===== src/rtl/uart_tx.sv =====
// Serial transmitter: start bit, DATA_WIDTH bits LSB first, optional parity (`UART_TX_PARITY_EN), stop bit.
// TX_OUT/Busy are registered and lag acceptance by one edge; DATA_VALID is only honoured in IDLE (no queueing).
module uart_tx #(
    parameter int DATA_WIDTH = 8
) (
    input  logic                  CLK,
    input  logic                  RST,
    input  logic [DATA_WIDTH-1:0] P_DATA,
    input  logic                  DATA_VALID,
    input  logic                  PAR_EN,
    input  logic                  PAR_TYP,
    output logic                  TX_OUT,
    output logic                  Busy
);

    localparam int CNT_W = (DATA_WIDTH > 1) ? $clog2(DATA_WIDTH) : 1;

    typedef enum logic [2:0] {
        IDLE   = 3'd0,
        START  = 3'd1,
        DATA   = 3'd2,
`ifdef UART_TX_PARITY_EN
        PARITY = 3'd3,
`endif
        STOP   = 3'd4
    } state_t;

    state_t                r_state;
    state_t                w_state_nxt;
    logic [CNT_W-1:0]      r_cnt;
    logic [CNT_W-1:0]      w_cnt_nxt;
    logic [DATA_WIDTH-1:0] r_data;
    logic                  r_tx;
    logic                  r_busy;
    logic                  w_accept;
    logic                  w_tx_nxt;
    logic                  w_busy_nxt;

`ifdef UART_TX_PARITY_EN
    logic                  r_par_en;
    logic                  r_par_typ;
`else
    logic                  w_unused_par;
    assign w_unused_par = PAR_EN ^ PAR_TYP;
`endif

    always_comb begin
        w_state_nxt = r_state;
        w_cnt_nxt   = r_cnt;
        w_accept    = 1'b0;
        case (r_state)
            IDLE: begin
                if (DATA_VALID) begin
                    w_accept    = 1'b1;
                    w_state_nxt = START;
                end
            end
            START: w_state_nxt = DATA;
            DATA: begin
                if (r_cnt == CNT_W'(DATA_WIDTH - 1)) begin
                    w_cnt_nxt = '0;
`ifdef UART_TX_PARITY_EN
                    w_state_nxt = r_par_en ? PARITY : STOP;
`else
                    w_state_nxt = STOP;
`endif
                end else begin
                    w_cnt_nxt = r_cnt + 1'b1;
                end
            end
`ifdef UART_TX_PARITY_EN
            PARITY: w_state_nxt = STOP;
`endif
            STOP:    w_state_nxt = IDLE;
            default: w_state_nxt = IDLE;
        endcase
    end

    // Line value is computed for the state being entered so the output flop matches the state flop.
    always_comb begin
        w_tx_nxt   = 1'b1;
        w_busy_nxt = 1'b1;
        case (w_state_nxt)
            IDLE:   w_busy_nxt = 1'b0;
            START:  w_tx_nxt   = 1'b0;
            DATA:   w_tx_nxt   = r_data[w_cnt_nxt];
`ifdef UART_TX_PARITY_EN
            PARITY: w_tx_nxt   = (^r_data) ^ r_par_typ;
`endif
            default: ;
        endcase
    end

    always_ff @(posedge CLK) begin
        if (!RST) begin
            r_state <= IDLE;
            r_cnt   <= '0;
            r_data  <= '0;
            r_tx    <= 1'b1;
            r_busy  <= 1'b0;
`ifdef UART_TX_PARITY_EN
            r_par_en  <= 1'b0;
            r_par_typ <= 1'b0;
`endif
        end else begin
            r_state <= w_state_nxt;
            r_cnt   <= w_cnt_nxt;
            r_tx    <= w_tx_nxt;
            r_busy  <= w_busy_nxt;
            if (w_accept) begin
                r_data <= P_DATA;
`ifdef UART_TX_PARITY_EN
                r_par_en  <= PAR_EN;
                r_par_typ <= PAR_TYP;
`endif
            end
        end
    end

    assign TX_OUT = r_tx;
    assign Busy   = r_busy;

endmodule

===== config.mk =====
export PLATFORM = sky130hd
export DESIGN_NAME = uart_tx
export DESIGN_NICKNAME = d
export VERILOG_FILES = /design/src/rtl/uart_tx.sv
export SDC_FILE = /design/constraint.sdc
export NUM_CORES = 1
export LEC_CHECK = 0
export BUFFER_PORTS_ARGS = -buffer_cell sky130_fd_sc_hd__buf_2
export CORE_MARGIN = 1
export CORE_UTILIZATION = 57
export DETAILED_ROUTE_END_ITERATION = 8
export PLACE_DENSITY = 0.8
export SYNTH_ARGS = -nofsm -noshare
export SYNTH_HDL_FRONTEND = slang
export SYNTH_SLANG_ARGS = --single-unit

===== constraint.sdc =====
create_clock -name CLK -period 6.02 [get_ports CLK]
set_input_delay 0.602 -clock CLK [delete_from_list [all_inputs] [get_ports CLK]]
set_output_delay 0.602 -clock CLK [all_outputs]
set_load 0.02 [all_outputs]

# [Yosys cells after proc, flatten, opt, wreduce, memory -nomap -nowiden]
# Cells that the tools add are included.
[op_classes] n_div=0 mux=11 n_addsub=1 shift=0 mul=0 magnitude_cmp=1 n_bitwise=0 reduce_logical=2 eq_ne=5
[ops] operator="$mux 3" n=4
[ops] operator="$pmux 3 s3" n=1
[ops] operator="$eq 3x1->1 const B" n=2
[ops] operator="$eq 3x2->1 const B" n=2
[ops] operator="$logic_not 3->1" n=2
[ops] operator="$lt 3x4->1 const B" n=1
[ops] operator="$mux 1" n=4
[ops] operator="$add 3x1->3 const B" n=1
[ops] operator="$bmux 1 s3" n=1
[ops] operator="$eq 3x3->1 const B" n=1
[ops] operator="$pmux 1 s2" n=1
[word_totals] rom_bits=0 latch_bits=0 ramBits=0 output_inout_bits=2 register_bits=16 mem_count=0 elab_cells=25

# [Logic depth before layout (Yosys ltp)]
# Gate-level depths: netlist (run 1).
[depth] depth_word=6 mapped_depth=7 depth_no_buf=7

# [Worst setup path after synthesis (run 1)]
# Ideal clock, no wire load.
[synth_timing] path_kind="reg2reg" startpoint="register r_cnt[0]" endpoint="register r_tx, in the netlist TX_OUT" t_arrival_ns=1.985 t_required_ns=5.950 setup_ns=0.070 slack_ns=3.965 stages_incl_launch_ff=8 path_cell_list="dfxtp_1 > ha_1 > ha_1 > or3b_2 > mux2i_1 > a2111oi_0 > or4_1 > a21oi_1"
[synth_between] elab_chain_cells=6 word_cells_on_any_way=11
[synth_lines] element="from (decl)" line="30" rtl="logic [CNT_W-1:0] r_cnt;"
[synth_lines] element="from (signal assigned)" line="107" rtl="r_cnt <= w_cnt_nxt;"
[synth_lines] element="$add 3x1->3 / $eq 3x3->1 (equally long branches)" line="68, 60"
[synth_lines] element="$mux 3" line="60" rtl="if (r_cnt == CNT_W'(DATA_WIDTH - 1)) begin"
[synth_lines] element="$mux 3" line="51" rtl="case (r_state)"
[synth_lines] element="$bmux 1 s3" line="86" rtl="DATA: w_tx_nxt = r_data[w_cnt_nxt];"
[synth_lines] element="$mux 1 (implied by the code)" line="86"
[synth_lines] element="$pmux 1 s2 *" line="83" rtl="case (w_state_nxt)"
[synth_lines] element="to (signal assigned)" line="108" rtl="r_tx <= w_tx_nxt;"
[synth_lines] element="to (decl)" line="33" rtl="logic r_tx;"
# Mark *: on every way between the ends. The rest lies on a longest branch, timed or not. The select of a mux whose other input is x is not followed.
# A chain may end at the register's enable or synchronous reset.

# [Worst setup path in the final report (run 1)]
# Ends and elaborated chain as after synthesis.

==> impl_results.md, run 1 <==
* CTS buffer count at 3
* Status: complete, no violations
* Flops & latches, synth at 16
* CTS max path bufs at 2
* Worst Tran Pin Value at 0.873 ns
* Placer congestion estimate at between 0.8 and 0.9
* Type of the most critical hold path: flop to flop
* Core Footprint at between 1000 and 1500 sq um
* Tcrit/Tclk final at 43.1%
* Post-synth EDFFs at 0
* R2R setup slack at between 3 and 4 ns
* Clk sinks at 16
* CTS tree: built
* Worst-case clock skew at approximately 0.0069 ns
* Top cells by area, synth: dfxtp_1, mux2i_1, nand2_1, a21boi_0, a2111oi_0
* First-pass GRT wire length at ~2.5 mm
* Hold Violations, Final at 0
* Critical Path Start: r_cnt[0]
* Post-synth top area share at a little under two fifths
* Simple-Gate Fraction of Synth Area at 24.4%
* Synth Flop Type: dfxtp_1
* Diode count at 0
* Largest net degree at the start of global routing at 14
* Routed WL at about 1.5 mm
* Met3 Track Usage GR at ~8.3%
* Residual DRC at 0
* Adder-cell share of the synthesized area at roughly 3.0%
* Final cell utilization of the core at about two thirds
* Die Span Y at slightly above 40 microns
* Die ar. at ~1600 sq um
* R2R depth at 7
* Crit path top cell by count: ha_1
* Via count of the first global-routing pass at between 500 and 600
* Global route hottest layer: met2
* Slew Limit Fails at 0
* Commonest cells in the synthesized netlist: nand2_1, dfxtp_1, mux2i_1
* Drt first pass iters at 2
* Total gr overflow at 0
* Met1 GRT Util at 30.8%
* CTS Root Cell: clkbuf_4
* Routing usage on met2 at approximately 36%
* DRT iter0 DRCs at 8
* Worst vdd ir at about 0.17 mV
* Syn Area/Cell at about 9.5 sq um
* Pleak at 0.344 nW
* Slew headroom at approximately two fifths
* Largest delay share family, worst path: simple AND/OR/NAND/NOR gates
* CP Launch Type: flop
* WHS at ~0.47 ns
* Maximum clock frequency at between 300 and 400 MHz
* Fin Setup TNS at 0 ns
* Max FO, Critical Path at 11
* Post-synthesis mux area share at ~17%
* PD cells at between 200 and 250 nW/um^2
* Crit-path cells: ha_1, ha_1, nor2_1, nor4_1, a2111oi_0, or4_1, a21oi_1
* CTS clock-pin slew for the worst setup and hold paths at 0.09 ns
* Vias per cell at between 5 and 6
* Share of layout cells above drive strength 1 at between 20% and 30%
* Starting Density at between 60% and 70%
* Tot GR Track Use at a little under a quarter
* Htree depth at 1
* Port bufs at 12
* Wirelength per Cell at around 13 microns
* Hold path endpoint: r_data[3]
* Finish-stage setup viols at 0
* Final min period at 2.60 ns
* Compound-Gate Fraction of Synth Area at a little over an eighth
* ANT nets after route at 0
* Worst path bufs/invs at 0
* RSZ-0062 raised after global routing: no
* Worst Path Arrival at ~2.8 ns
* Synth Net Count at ~100
* Syn. warnings at 0
* WP data required at 6.24 ns
* Nets at 115
* Cell Area, Synth at 835 sq um
* Mapped Cells at 88
* Layout area overhead at 8.70%
* Max-cap violations at 0
* Biggest cell delay along the critical path at around 0.6 ns
* IO Count at 15
* Cell accounting for the most synthesized area: dfxtp_1
* Initial antenna violation count at 0
* Sequential fraction of the synthesis area at 38.4%
* WHS Path Cells at 2
* Clk_lat worst skew at between 0.2 and 0.3 ns
* Largest family of logic cells by synthesized area: simple AND/OR/NAND/NOR gates
* Reg-to-reg endpoint: TX_OUT
* Core Rows at 13
* Crit-path slowest cell: dfxtp_1
* Hold_sp: r_data[3]
* Vias at approximately 660
* # resized after CTS at 0
* Crit path kind: flop to flop
* Synth cell types at 25
* CP Capture Type: flop
* Most numerous cell in the Yosys netlist: nand2_1
* Synth Area in XOR/XNOR at 0%
* Setup bufs post-CTS at 0
* Worst R2R Start: r_cnt[0]
* Die width at between 40 and 50 microns
* FFs w/ async S/R, synth at 0%
* Post-DP HPWL at ~1.1 mm
* Post-CTS Hold Fix Bufs at 0
[kinds of logic (layout without fill, tap and decap cells)]
family	Yosys count	in the layout
AOI/OAI and AO/OA	15	15
adders and majority gates	2	2
DFF	16	16
muxes	13	13
buffers and inverters	6	16
and+or+nand+nor	36	36
[per-stage QoR]
step	power [mW]	cell area, sq um	setup slack, ns	instances
CTS	0.208	907	3.45	113
global placement	0.153	885	3.54	110
finish	0.207	907	3.42	113
floorplan	0.146	835	3.96	88
global route	0.215	907	3.19	113
detailed placement	0.154	885	3.45	110
[report_power, final]
group | switching [mW] | total, mW | internal [mW]
clock | 0.0322 | 0.0553 | 0.0232
sequential | 0.00656 | 0.119 | 0.112
combinational | 0.0162 | 0.0324 | 0.0162
total | 0.0549 | 0.207 | 0.152
[routing by layer]
| layer | vias to the layer above | wire [microns] |
|---|---|---|
| met4 | 0 | 12 |
| li1 | 340 | - |
| met3 | 2 | 42 |
| met1 | 310 | 720 |
| met5 | - | 0 |
| met2 | 7 | 715 |
[layout by cell type (no fill, tap or decap)]
master | Yosys | routed
inv_1 | 1 | 1
and2_1 | 3 | 3
or3b_2 | 4 | 4
nor2b_1 | 1 | 1
a2111oi_0 | 4 | 4
nor3_1 | 3 | 3
dfxtp_1 | 16 | 16
ha_1 | 2 | 2
mux2i_1 | 11 | 11
nor2_1 | 2 | 2
nand2_1 | 17 | 17
nor4b_2 | 1 | 1
a211oi_1 | 1 | 1
or4b_1 | 1 | 1
or4_1 | 1 | 1
nor3b_2 | 1 | 1
nor4_1 | 1 | 1
clkbuf_4 | 0 | 3
mux2_4 | 2 | 2
a21boi_0 | 5 | 5
buf_2 | 2 | 12
a21boi_1 | 3 | 3
nand2b_1 | 1 | 1
a21oi_1 | 2 | 2
[tightest hold or removal path: cells and delay by family, from the launching register on]
family           cells  cell delay (ns)
AND/OR/NAND/NOR      1             0.05
AO/OA/AOI/OAI        1             0.05
flip-flops           1             0.33
[state kept, by name, indices dropped and copies added (netlist names)]
| signal | flops |
|---|---|
| Busy | 1 |
| r_state | 3 |
| r_cnt | 3 |
| TX_OUT | 1 |
| r_data | 8 |
[final cells by class]
class                   instances  area, sq um
well taps                      15         18.8
clock buffers                   3         22.5
inverters                       1         3.75
fillers                       120          427
multi-input cells              66          482
repair buffers                 12         60.1
flip-flops and latches         16          320
[worst max-delay path by stage]
stage          slack, ns  endpoint  cells after the start
6_report            3.42    TX_OUT                      7
5_1_grt             3.19    TX_OUT                      7
4_1_cts             3.45    TX_OUT                      7
3_5_place_dp        3.45    TX_OUT                      7
3_3_place_gp        3.54    TX_OUT                      7
2_1_floorplan       3.96    TX_OUT                      7
Power figures use the tool's default switching activity.
==> inputs of run 2 (changes only) <==
--- a/config.mk
+++ b/config.mk
@@ -5,11 +5,12 @@
 export SDC_FILE = /design/constraint.sdc
 export NUM_CORES = 1
 export LEC_CHECK = 0
+export ABC_AREA = 1
 export BUFFER_PORTS_ARGS = -buffer_cell sky130_fd_sc_hd__buf_2
 export CORE_MARGIN = 1
-export CORE_UTILIZATION = 57
+export CORE_UTILIZATION = 51
 export DETAILED_ROUTE_END_ITERATION = 8
-export PLACE_DENSITY = 0.8
+export PLACE_DENSITY = 0.74
 export SYNTH_ARGS = -nofsm -noshare
 export SYNTH_HDL_FRONTEND = slang
 export SYNTH_SLANG_ARGS = --single-unit
==> constraint.sdc (replaced) <==
create_clock -name CLK -period 2.7 [get_ports CLK]
set_input_delay 0.27 -clock CLK [delete_from_list [all_inputs] [get_ports CLK]]
set_output_delay 0.27 -clock CLK [all_outputs]
set_load 0.02 [all_outputs]
==> impl_results.md, run 2 <==
* Post-CTS Hold Fix Bufs at 0 (unchanged)
* Fin Setup TNS at 0 ns (unchanged)
* Max FO, Critical Path at 5 (-6)
* Htree depth at 1 (unchanged)
* Worst Tran Pin Value at 0.314 ns (-0.559 ns)
* Routed wl met3 at 36 microns (-14%)
* Biggest regs: r_data x8, r_cnt x3, r_state x3
* Status: complete, no violations
* CTS Root Cell: clkbuf_4
* Placer congestion estimate at 0.887 (+2.4%)
* Commonest cells in the synthesized netlist: nand3_1, dfxtp_1, inv_1
* CTS clock-pin slew for the worst setup and hold paths at 0.08 ns (about the same)
* Setup bufs post-CTS at 0 (unchanged)
* Share of layout cells above drive strength 1 at 20.7% (-2.7 points)
* Hold path endpoint: r_data[1]
* Synth Net Count at 113 (+9.7%)
* Tot GR Track Use at 21.8% (-1.7 points)
* Synth cell types at 18 (-28%)
* Initial antenna violation count at 0 (unchanged)
* R2R depth at 9 (+2)
* Largest register by flop count: r_data
* Wire length on met1 at 655 microns (-9.0%)
* Flops & latches, synth at 16 (unchanged)
* CTS tree: built
* CTS max path bufs at 2 (unchanged)
* Slew Limit Fails at 0 (unchanged)
* Clk_lat worst skew at 0.28 ns (about the same)
* Reg-to-reg endpoint: TX_OUT
* Clk sinks at 16 (unchanged)
* # resized after CTS at 0 (unchanged)
* Hold Violations, Final at 0 (unchanged)
* Fill cells at 129 (+7.5%)
* Port bufs at 12 (unchanged)
* Post-synth top area share at 43.7% (+5.3 points)
* Max reg flops at 8 (unchanged)
* Type of the most critical hold path: input port to flop
* Flip-flop and latch area at 320 sq um (unchanged)
* WP data required at 2.93 ns (-3.31 ns)
* ANT nets after route at 0 (unchanged)
* Residual DRC at 0 (unchanged)
* R2R setup slack at 1.11 ns (-2.31 ns)
* Worst R2R Start: r_cnt[0]
* Max-cap violations at 0 (unchanged)
* CP Capture Type: flop
* Total gr overflow at 0 (unchanged)
* Maximum clock frequency at 629 MHz (+63%)
* Core Footprint at 1320 sq um (-1.2%)
* Pre-CTS worst setup slack at 1.15 ns (-2.30 ns)
* Most numerous cell in the Yosys netlist: nand3_1
* Post-DP HPWL at 950 microns (-15%)
* Crit path kind: flop to flop
* Slew headroom at 79.1% (+38 points)
* Tcrit/Tclk final at 58.9% (+16 points)
* Sequential fraction of the synthesis area at 43.7% (+5.3 points)
* Nets at 128 (+11%)
* Vias at 633 (-3.9%)
* CTS buffer count at 3 (unchanged)
* Pwr Total at 0.475 mW (+130%)
* Multi-input gate area in the final layout at 340 sq um (-29%)
* Vias per cell at 5.02 (-14%)
* Top Metal Used: met4
* Commonest cells after routing, fill and taps aside: nand3_1, dfxtp_1, inv_1, buf_2, nand2_1
* Post-synth EDFFs at 0 (unchanged)
* Drt first pass iters at 4 (+2)
* Layout area overhead at 12.6%
* Final min period at 1.59 ns (-1.01 ns)
* IO Count at 15 (unchanged)
* Worst Path Arrival at 1.82 ns (-1.00 ns)
* Wirelength per Cell at 10.1 microns (-24%)
* Worst-case clock skew at 0.00215 ns (-0.00474 ns)
* FFs w/ async S/R, synth at 0% (unchanged)
* Placed inst area at 803 sq um (-9.2%)
* RSZ-0062 raised after global routing: no
* Routed WL at 1.27 mm (-15%)
* Hold_sp: P_DATA[1]
* Largest net degree at the start of global routing at 20 (+6)
* Worst vdd ir at 0.365 mV (+110%)
* Final instance area at 826 sq um (-9.0%)
* Synth Flop Type: dfxtp_1
* Worst Slack Setup Final at 1.11 ns (-2.31 ns)
* Core Rows at 13 (unchanged)
* PD cells at 575 nW/um^2 (+150%)
* Commonest non-fill, non-tap cell in the layout: nand3_1
* Syn. warnings at 0 (unchanged)
* Met2 Wirelength at 556 microns (-22%)
* Post-Layout Cell Count at 126 (+12%)
* WHS Path Cells at 3 (+1)
* Placed cell count at 123 (+12%)
* CP Launch Type: flop
* First-pass GRT wire length at 2.22 mm (-10%)
* Starting Density at 55.7% (-6.9 points)
* Diode count at 0 (unchanged)
* DRT iter0 DRCs at 24 (+16)
* Cell accounting for the most synthesized area: dfxtp_1
* Die Span Y at 39.9 microns (-0.87%)
* Die ar. at 1590 sq um (-1.7%)
* Mapped Cells at 98 (+11%)
* Finish-stage setup viols at 0 (unchanged)
* Syn Area/Cell at 7.48 sq um (-21%)
* Cell Area, Synth at 733 sq um (-12%)
* Via count of the first global-routing pass at 518 (-8.2%)
* Top cells by area, synth: dfxtp_1, nand3_1, inv_1, a21oi_1, nand2_1
* Pleak at 0.399 nW (+16%)
* Die width at 39.9 microns (-0.87%)
==> run 2: area by class of cell <==
cell class	instances	share of cell area (%)
Tap cell	15	2.27
Sequential cell	16	38.8
Multi-Input combinational cell	63	41.2
Clock buffer	3	2.73
Inverter	17	7.73
Timing Repair Buffer	12	7.27
==> run 2: power breakdown <==
group          leakage [nW]  internal, mW  total (mW)  switching, mW
Clock                0.0138        0.0518       0.121         0.0687
Sequential            0.132         0.255       0.262        0.00783
Combinational         0.253        0.0351      0.0917         0.0567
Total                 0.398         0.341       0.475          0.133
==> run 2: logic make-up after synthesis <==
group | count (synthesis) | synth area share, %
flops | 16 | 43.7
simple gates | 41 | 28.2
compound gates | 20 | 14.8
fa+ha+maj | 2 | 3.41
buf+inv | 19 | 9.90
==> run 2: how the worst max path moves through the flow <==
| stage | cells past startpoint | slack, ns | end | startpoint |
|---|---|---|---|---|
| global placement | 9 | 1.19 | TX_OUT | r_cnt[0] |
| floorplan | 9 | 1.30 | TX_OUT | r_cnt[0] |
| global route | 9 | 0.95 | TX_OUT | r_cnt[0] |
| detailed placement | 9 | 1.15 | TX_OUT | r_cnt[0] |
| finish | 9 | 1.11 | TX_OUT | r_cnt[0] |
| CTS | 9 | 1.12 | TX_OUT | r_cnt[0] |
==> run 2: per-layer routing <==
metal | global-route usage, % | vias up
met2 | 30.2 | 15
met1 | 29.2 | 267
li1 | - | 347
met5 | 0 | -
met4 | 15.5 | 0
met3 | 5.11 | 4
==> run 2: metrics by stage <==
stage	utilization, %	hold slack, ns
5_1_grt	62.7	0.261
3_5_place_dp	61.0	0.445
2_1_floorplan	-	0.430
3_3_place_gp	61.0	0.444
6_report	62.7	0.261
4_1_cts	62.7	0.254
==> run 2: worst max-delay path: stages, from the launching register on <==
cell     delay, ns
dfxtp_1       0.35
ha_1          0.21
ha_1          0.23
nor2_1        0.11
nand3_1       0.17
nand3_1       0.15
nand3_1       0.09
nand3_1       0.09
nand3_1       0.07
nand2_1       0.06
